$ cat config.mk
export PLATFORM = sky130hd
export DESIGN_NAME = fp_normalizer_seq
export DESIGN_NICKNAME = d
export VERILOG_FILES = /design/src/rtl/fpu_norm_pkg.sv /design/src/rtl/norm_step.sv /design/src/rtl/fp_normalizer_seq.sv
export SDC_FILE = /design/constraint.sdc
export NUM_CORES = 1
export LEC_CHECK = 0
export ABC_CLOCK_PERIOD_IN_PS = 6500
export CORE_UTILIZATION = 59
export DETAILED_ROUTE_END_ITERATION = 10
export GPL_TIMING_DRIVEN = 0
export PLACE_DENSITY = 0.86
export REMOVE_ABC_BUFFERS = 1
export SYNTH_ARGS = -nofsm -noshare
export SYNTH_HDL_FRONTEND = slang
export SYNTH_HIERARCHICAL = 1
export SYNTH_SLANG_ARGS = --single-unit
export TNS_END_PERCENT = 5
$ cat constraint.sdc
create_clock -name clk -period 6.5 [get_ports clk]
set_input_delay 1.3 -clock clk [delete_from_list [all_inputs] [get_ports clk]]
set_output_delay 1.3 -clock clk [all_outputs]
set_load 0.03 [all_outputs]
$ cat src/rtl/fpu_norm_pkg.sv
// Shared types and helpers for the FPU post-multiply normaliser and its neighbours.
package fpu_norm_pkg;

    localparam int unsigned DEF_FRAC_W = 23;
    localparam int unsigned DEF_EXP_W  = 8;

    typedef enum logic [1:0] {
        IDLE,
        NORM,
        DONE
    } norm_state_t;

    typedef struct packed {
        logic                  sign;
        logic [DEF_EXP_W-1:0]  exp;
        logic [DEF_FRAC_W-1:0] frac;
    } norm_result_t;

    // All-ones value of a w-bit biased exponent (infinity / NaN code).
    function automatic logic [31:0] exp_max(input int unsigned w);
        exp_max = 32'((64'(1) << w) - 64'(1));
    endfunction

endpackage

$ cat src/rtl/norm_step.sv
// One normalisation rule evaluation: zero, carry right-shift, hidden-bit check, or left-shift.
module norm_step
    import fpu_norm_pkg::*;
#(
    parameter int unsigned FRAC_W = DEF_FRAC_W,
    parameter int unsigned EXP_W  = DEF_EXP_W
) (
    input  logic [FRAC_W+1:0] sig,
    input  logic [EXP_W-1:0]  exp,
    output logic [FRAC_W+1:0] sig_c,
    output logic [EXP_W-1:0]  exp_c,
    output logic [FRAC_W-1:0] frac_c,
    output logic              done_c,
    output logic              overflow_c,
    output logic              underflow_c,
    output logic              zero_c
);

    localparam int unsigned     SIG_W = FRAC_W + 2;
    localparam logic [EXP_W-1:0] EMAX = EXP_W'(exp_max(EXP_W));

    // Extra bit so the carry increment cannot wrap before the saturation test.
    logic [EXP_W:0] exp_inc;
    assign exp_inc = {1'b0, exp} + (EXP_W + 1)'(1);

    always_comb begin
        sig_c       = sig;
        exp_c       = exp;
        frac_c      = '0;
        done_c      = 1'b0;
        overflow_c  = 1'b0;
        underflow_c = 1'b0;
        zero_c      = 1'b0;

        if (sig == '0) begin
            exp_c  = '0;
            zero_c = 1'b1;
            done_c = 1'b1;
        end else if (sig[SIG_W-1]) begin
            if (exp_inc >= {1'b0, EMAX}) begin
                overflow_c = 1'b1;
                exp_c      = EMAX;
                done_c     = 1'b1;
            end else begin
                sig_c = sig >> 1;
                exp_c = exp_inc[EXP_W-1:0];
            end
        end else if (sig[SIG_W-2]) begin
            done_c = 1'b1;
            if (exp == EMAX) begin
                overflow_c = 1'b1;
            end else if (exp == '0) begin
                underflow_c = 1'b1;
            end else begin
                frac_c = sig[FRAC_W-1:0];
            end
        end else begin
            if (exp <= EXP_W'(1)) begin
                underflow_c = 1'b1;
                exp_c       = '0;
                done_c      = 1'b1;
            end else begin
                sig_c = sig << 1;
                exp_c = exp - EXP_W'(1);
            end
        end
    end

endmodule

$ cat src/rtl/fp_normalizer_seq.sv
// Multi-cycle significand/exponent normaliser with valid/ready handshake on both sides.
module fp_normalizer_seq
    import fpu_norm_pkg::*;
#(
    parameter int unsigned FRAC_W = DEF_FRAC_W,
    parameter int unsigned EXP_W  = DEF_EXP_W
) (
    input  logic              clk,
    input  logic              rst,
    input  logic              in_valid,
    output logic              in_ready,
    input  logic              in_sign,
    input  logic [FRAC_W+1:0] in_sig,
    input  logic [EXP_W-1:0]  in_exp,
    output logic              out_valid,
    input  logic              out_ready,
    output logic              out_sign,
    output logic [FRAC_W-1:0] out_frac,
    output logic [EXP_W-1:0]  out_exp,
    output logic              overflow,
    output logic              underflow,
    output logic              zero,
    output logic              busy
);

    localparam int unsigned SIG_W = FRAC_W + 2;

    norm_state_t       state, state_d;
    logic [SIG_W-1:0]  sig_q, sig_d;
    logic [EXP_W-1:0]  exp_q, exp_d;
    logic              sign_d;
    logic [FRAC_W-1:0] frac_d;
    logic [EXP_W-1:0]  oexp_d;
    logic              ovf_d, unf_d, zero_d;
    logic              in_ready_d, out_valid_d, busy_d;

    logic [SIG_W-1:0]  step_sig;
    logic [EXP_W-1:0]  step_exp;
    logic [FRAC_W-1:0] step_frac;
    logic              step_done, step_ovf, step_unf, step_zero;

    norm_step #(
        .FRAC_W (FRAC_W),
        .EXP_W  (EXP_W)
    ) u_step (
        .sig         (sig_q),
        .exp         (exp_q),
        .sig_c       (step_sig),
        .exp_c       (step_exp),
        .frac_c      (step_frac),
        .done_c      (step_done),
        .overflow_c  (step_ovf),
        .underflow_c (step_unf),
        .zero_c      (step_zero)
    );

    always_ff @(posedge clk or posedge rst) begin
        if (rst) begin
            state     <= IDLE;
            sig_q     <= '0;
            exp_q     <= '0;
            out_sign  <= 1'b0;
            out_frac  <= '0;
            out_exp   <= '0;
            overflow  <= 1'b0;
            underflow <= 1'b0;
            zero      <= 1'b0;
            in_ready  <= 1'b1;
            out_valid <= 1'b0;
            busy      <= 1'b0;
        end else begin
            state     <= state_d;
            sig_q     <= sig_d;
            exp_q     <= exp_d;
            out_sign  <= sign_d;
            out_frac  <= frac_d;
            out_exp   <= oexp_d;
            overflow  <= ovf_d;
            underflow <= unf_d;
            zero      <= zero_d;
            in_ready  <= in_ready_d;
            out_valid <= out_valid_d;
            busy      <= busy_d;
        end
    end

    // Handshake status outputs are registered decodes of the next state.
    always_comb begin
        state_d = state;
        sig_d   = sig_q;
        exp_d   = exp_q;
        sign_d  = out_sign;
        frac_d  = out_frac;
        oexp_d  = out_exp;
        ovf_d   = overflow;
        unf_d   = underflow;
        zero_d  = zero;

        case (state)
            IDLE: begin
                if (in_valid && in_ready) begin
                    sign_d  = in_sign;
                    sig_d   = in_sig;
                    exp_d   = in_exp;
                    frac_d  = '0;
                    oexp_d  = '0;
                    ovf_d   = 1'b0;
                    unf_d   = 1'b0;
                    zero_d  = 1'b0;
                    state_d = NORM;
                end
            end
            NORM: begin
                sig_d = step_sig;
                exp_d = step_exp;
                if (step_done) begin
                    frac_d  = step_frac;
                    oexp_d  = step_exp;
                    ovf_d   = step_ovf;
                    unf_d   = step_unf;
                    zero_d  = step_zero;
                    state_d = DONE;
                end
            end
            DONE: begin
                if (out_ready) begin
                    state_d = IDLE;
                end
            end
            default: state_d = IDLE;
        endcase

        in_ready_d  = (state_d == IDLE);
        out_valid_d = (state_d == DONE);
        busy_d      = (state_d != IDLE);
    end

endmodule
==> results.tsv <==
stage	metric	value	unit
run_status	status	completed	
detailed_routing	wl	12000	µm
synth	synth_edf_count	0	
power_and_ir_drop	clkPwrFrac	12.1	%
cts	clk_pin_slew_worst_paths	0.08	ns
grt	track_usage	29.3	%
worst_hold_path	hold_start	out_frac[4]	
power_and_ir_drop	leakage	2.48	nW
cts	cts_tree	built	
timing	rsz0062_at_grt	no	
detailed_routing	via_count	3947	
synth	synthesis.area	4880	µm²
cts	clock_path_buffers	2	
synth	synth-seq-area-share	37.5	%
setup_path	r2r_cells	9	
detailed_routing	drt_first_pass_iters	5	
worst_hold_path	hold_path_end	out_frac[4]	
layout	antennaDiodeCount	0	
cts	post_cts.repair.setup_buffers	0	
timing	fmax	198	MHz
setup_path	reg2reg_from	exp_q[0]	
synth	netlist_instances	461	
cts	clock_sinks	73	
grt	grt_max_degree	74	
power_and_ir_drop	power.internal	1.93	mW
grt	antenna_found_initial	0	
setup_path	arrival	5.32	ns
cts	insertion_delay	0.35	ns
detailed_routing	drc	0	
setup_path	r2r-end	out_frac[21]	
place	place_ws	1.62	ns
setup_path	critPathRequiredTime	6.77	ns
timing	tightest_slew	1.41	ns
grt	grt_pass1_vias	3779	
layout	mostFrequentLayoutCells	clkdlybuf4s50_1, dfrtp_1, nand2_1	
setup_path	startpoint	exp_q[0]	
power_and_ir_drop	power_frac_seq	28.0	%
setup_path	crit_path_start_kind	flop	
floorplanning	core	7850	µm²
timing	fin_crit	5.04	ns
detailed_routing	wl_per_cell	19.4	µm
synth	yosysWarnings	6	
place	dp_hpwl	7580	µm
place	port-buffer-count	75	
floorplanning	fp.dieW	92.9	µm
worst_hold_path	hp-class	reg -> reg	
timing	final_hold_viol_count	0	
timing	setup_viol	0	
layout	drive_above_1_share	21.4	%
layout	nFillCells	545	
setup_path	critPathCaptureType	flop	
worst_hold_path	whs_path_depth	1	
timing	slew_headroom	5.93	%
setup_path	crit_fanout	34	
setup_path	crit_type	reg -> reg	
synth	synth_ff_type	dfrtp_1	
setup_path	r2r_slack	1.46	ns
power_and_ir_drop	max-vdd-ir-drop	0.000285	V
timing	min_period_over_period	77.6	%
timing	finClkSkew	0.0124	ns
floorplanning	ioPinCount	76	
synth	synth_seq_cells	73	
layout	area_growth	19.3	%
cts	post_cts_resize_count	0	
layout	register_area	1830	µm²
cts	cts_hold_buf	0	
layout	nets	551	
synth	async_flop_share	100	%
timing	setup_tns	0	ns
grt	gr-total-overflow	0	
detailed_routing	first_iter_violations	368	
layout	final_common_cell	clkdlybuf4s50_1	
power_and_ir_drop	power-per-cell-area	601	nW/µm²
timing	finalMaxSlewViolations	0	
grt	grt_first_pass_wirelength	19700	µm
place	gp_congestion	0.850	
job	drv_cap	0	
layout	multiInputGateArea	2770	µm²
detailed_routing	viasPerCell	6.42	
power_and_ir_drop	p_switching	1.57	mW
floorplanning	die_height	92.9	µm
detailed_routing	drtAntennaViolNets	0	
power_and_ir_drop	switching_share	44.9	%
cts	cts-root-buf	clkbuf_8	
power_and_ir_drop	combinationalPowerShare	59.9	%
floorplanning	initial_core_util	62.1	%
floorplanning	die-area	8630	µm²
synth	synth_area_per_cell	10.6	µm²
cts	numCtsBuffers	9	
synth	synth_cell_types	62	
timing	setup_slack	1.46	ns
cts	htreeDepth	3	
floorplanning	placementRows	32	
-- logic make-up after synthesis --
family,Yosys count,synth area share (%)
muxes,55,15.8
AOI/OAI and AO/OA,138,24.7
buffers and inverters,54,6.24
and+or+nand+nor,131,13.7
xor gates and xnor gates,5,0.898
DFF,73,37.5
adders and majority gates,5,1.28
-- registers in the layout (all words and copies together), names as in the netlist --
signal	flops
overflow	1
out_exp	8
underflow	1
out_sign	1
exp_q	8
sig_q	25
busy	1
state	2
out_valid	1
in_ready	1
out_frac	23
zero	1
-- synthesized netlist by cell type, drive strengths merged (3+ instances only) --
library cell / count / area, µm²
a21oi: 7 / 46.3
a31o: 3 / 26.3
a31oi: 4 / 25.0
clkbuf: 21 / 78.8
inv: 10 / 37.5
mux2: 54 / 758
dfrtp: 72 / 1800
o21ai: 6 / 30.0
nor2: 12 / 45.0
ha: 5 / 62.6
nand2: 50 / 188
nand3: 7 / 40.0
a22o: 34 / 298
o211ai: 41 / 388
a2bb2oi: 7 / 61.3
buf: 22 / 184
nor3: 9 / 45.0
and2: 30 / 188
a221oi: 5 / 50.0
nor2b: 3 / 26.3
and3: 4 / 25.0
nor4: 6 / 37.5
o22a: 7 / 61.3
xnor2: 3 / 26.3
a21o: 4 / 30.0
a211oi: 7 / 57.6
-- critical path, stage by stage, from the launching register on --
cell and delay, ns:
dfrtp_1 0.62, inv_1 0.17, ha_1 0.36, a21oi_1 0.23
a2111o_1 0.75, o21a_1 1.14, o21ai_1 0.32, nand2_1 0.15
a21o_1 0.95, a22o_1 0.27
-- area by class of cell --
class | count | area share [%]
sequential | 73 | 31.4
multi-input combinational | 334 | 47.6
clock inverter | 4 | 1.27
clock buffer | 12 | 2.84
tap | 102 | 2.19
inverter | 11 | 0.753
timing repair buffer | 79 | 13.9
-- per-stage QoR --
stage / total power, mW / instances / area [µm²] / hold slack, ns / util, %
finish: 3.50 / 615 / 5820 / 0.502 / 74.1
global route: 3.70 / 615 / 5820 / 0.515 / 74.1
CTS: 3.48 / 615 / 5810 / 0.504 / 74.1
detailed placement: 3.04 / 599 / 5580 / 0.480 / 71.0
global placement: 2.92 / 595 / 5490 / 0.481 / 70.0
floorplan: 2.40 / 418 / 4610 / 0.520 / -
-- power groups by stage --
stage	sequential, mW	combinational, mW	clock (mW)
finish	0.978	2.10	0.423
global route	1.01	2.24	0.446
CTS	0.970	2.08	0.427
detailed placement	0.976	2.07	0
global placement	0.960	1.96	0
floorplan	1.08	1.31	0
-- metal layers --
metal	global-route usage, %	part of all wire [%]	vias up
met5	0	0	-
met4	5.77	0.79	0
met3	5.34	6.0	8
met2	45.5	46	157
met1	42.8	47	1964
li1	-	-	1818
-- how the worst max path moves through the flow --
stage / endpoint / slack (ns) / depth (start not counted)
after floorplan: out_exp[0] / 2.31 / 8
after detailed placement: out_frac[9] / 1.62 / 9
after CTS: out_frac[21] / 1.57 / 9
after global placement: out_frac[9] / 0.77 / 8
after global routing: out_frac[7] / 1.22 / 9
final: out_frac[21] / 1.46 / 9
(Power assumes the default switching activity.)
==> edit (same flow settings) <==
Encoding of `norm_state_t`: now one-hot (3 bits for 3 states).
--- a/src/rtl/fpu_norm_pkg.sv
+++ b/src/rtl/fpu_norm_pkg.sv
@@ -6,6 +6,6 @@
 
-    typedef enum logic [1:0] {
-        IDLE,
-        NORM,
-        DONE
+    typedef enum logic [2:0] {
+        IDLE = 3'b001,
+        NORM = 3'b010,
+        DONE = 3'b100
     } norm_state_t;
Behaviour: same outputs for any inputs over 4 cycles, from zero or initial values and one cycle with rst high; so few cycles prove little.
==> edit against the unedited design <==
- synthesized cell count decreased by 0.43%
- wire length increased by 2.4%
- synthesized area decreased by 5.2%
- design area decreased by 4.4%
- sequential cell count increased by 1
- worst setup slack got worse by 0.049 ns
- total power decreased by 17%
- utilization increased by 0.96 points
- first-iteration DRC count increased by 3.5%
- via count increased by 5.4%
- count of clock-buffer cells in the layout decreased by 2
- critical endpoint is now out_frac[11]
- largest cell class unchanged
==> edit: results (changes against the unedited design) <==
outcome:
  status: "finished clean"  # unchanged
pwr:
  leakagePower_nw: 2.21  # was 2.48 nW
  ir_worst_vdd_uv: 350  # was 285 uV
global_route:
  grt_pass1_vias: 3966  # was 3779
  grt_max_degree: 46  # was 74
  use_met2_pct: 49.9  # was 45.5%
  track_usage_pct: 30.9  # was 29.3%
  grt_pass1_wl_um: 20400  # was 19700 um
  grt_util_met3_pct: 3.87  # was 5.34%
  grt_util_met1_pct: 43.2  # was 42.8%
logic_synthesis:
  muxShareOfSynthArea_pct: 0.704  # was 15.8%
  synthAdderAreaFrac_pct: 1.35  # was 1.28%
  synth-xor-area-share_pct: 0.947  # was 0.898%
  synth.top_cells.by_area: "dfrtp_1 39%, o22a_1 13%, a22o_1 6.4%, o211ai_2 4.3%, o211ai_1 4.1%"  # was dfrtp_1 37%, mux2_4 12%, a22o_1 6.1%, o211ai_2 4.1%, and2_1 3.8%
  ys_top_cells_by_count: "72 x dfrtp_1, 66 x o22a_1, 49 x nand2_1"  # was 72 x dfrtp_1, 50 x nand2_1, 40 x mux2_4
  synth-compound-area-share_pct: 35.9  # was 24.7%
placed_design:
  dp_hpwl_um: 7510  # was 7580 um
  globalplace.congestion: 0.881  # was 0.850
worst_setup_path:
  cpLargestDelayFamily: "compound AO/OA/AOI/OAI gates"  # unchanged
  regToRegSetupSlack_ns: 1.41  # was 1.46 ns
  cp.arrival_ns: 5.38  # was 5.32 ns
  cpPeakStageDelay_ns: 1.16  # was 1.14 ns
  cp-endpoint: "out_frac[11]"  # was out_frac[21]
drt:
  vias: 4160  # was 3947
  drt-initial-drc-count: 381  # was 368
  met1_length_um: 5370  # was 5600 um
  routed_wl_um: 12200  # was 12000 um
  drt_first_pass_iters: 7  # was 5
final_layout:
  drive_gt1_share_pct: 11.8  # was 21.4%
  final_nets: 546  # was 551
sta:
  fin_skew_ns: 0.0141  # was 0.0124 ns
  tightest_slew_ns: 1.43  # was 1.41 ns
min_path:
  hold_end: "out_frac[6]"  # was out_frac[4]
  hold_path_startpoint: "out_frac[6]"  # was out_frac[4]
[edit: stage by stage]
| stage | setup slack [ns] | cell area [um2] | std cells | power [W] | hold WS [ns] |
|---|---|---|---|---|---|
| after floorplan | 2.20 | 4340 | 412 | 0.00196 | 0.517 |
| after global placement | 0.732 | 5220 | 586 | 0.00235 | 0.481 |
| after detailed placement | 1.63 | 5330 | 591 | 0.00246 | 0.480 |
| after CTS | 1.58 | 5560 | 607 | 0.00288 | 0.506 |
| after global routing | 1.15 | 5560 | 607 | 0.00308 | 0.512 |
| final | 1.41 | 5560 | 607 | 0.00291 | 0.502 |
[edit: where the power goes]
part / switching [W] / internal [W]
Clock: 0.000185 / 0.000227
Sequential: 0.000268 / 0.000625
Combinational: 0.000891 / 0.000710
[edit: area by class of cell]
class | instances | area (um2)
multi-input cells | 329 | 2490
flip-flops and latches | 74 | 1860
fillers | 540 | 1850
repair buffers | 80 | 831
clock buffers | 10 | 138
well taps | 99 | 124
clock inverters | 6 | 90.1
inverters | 9 | 36.3
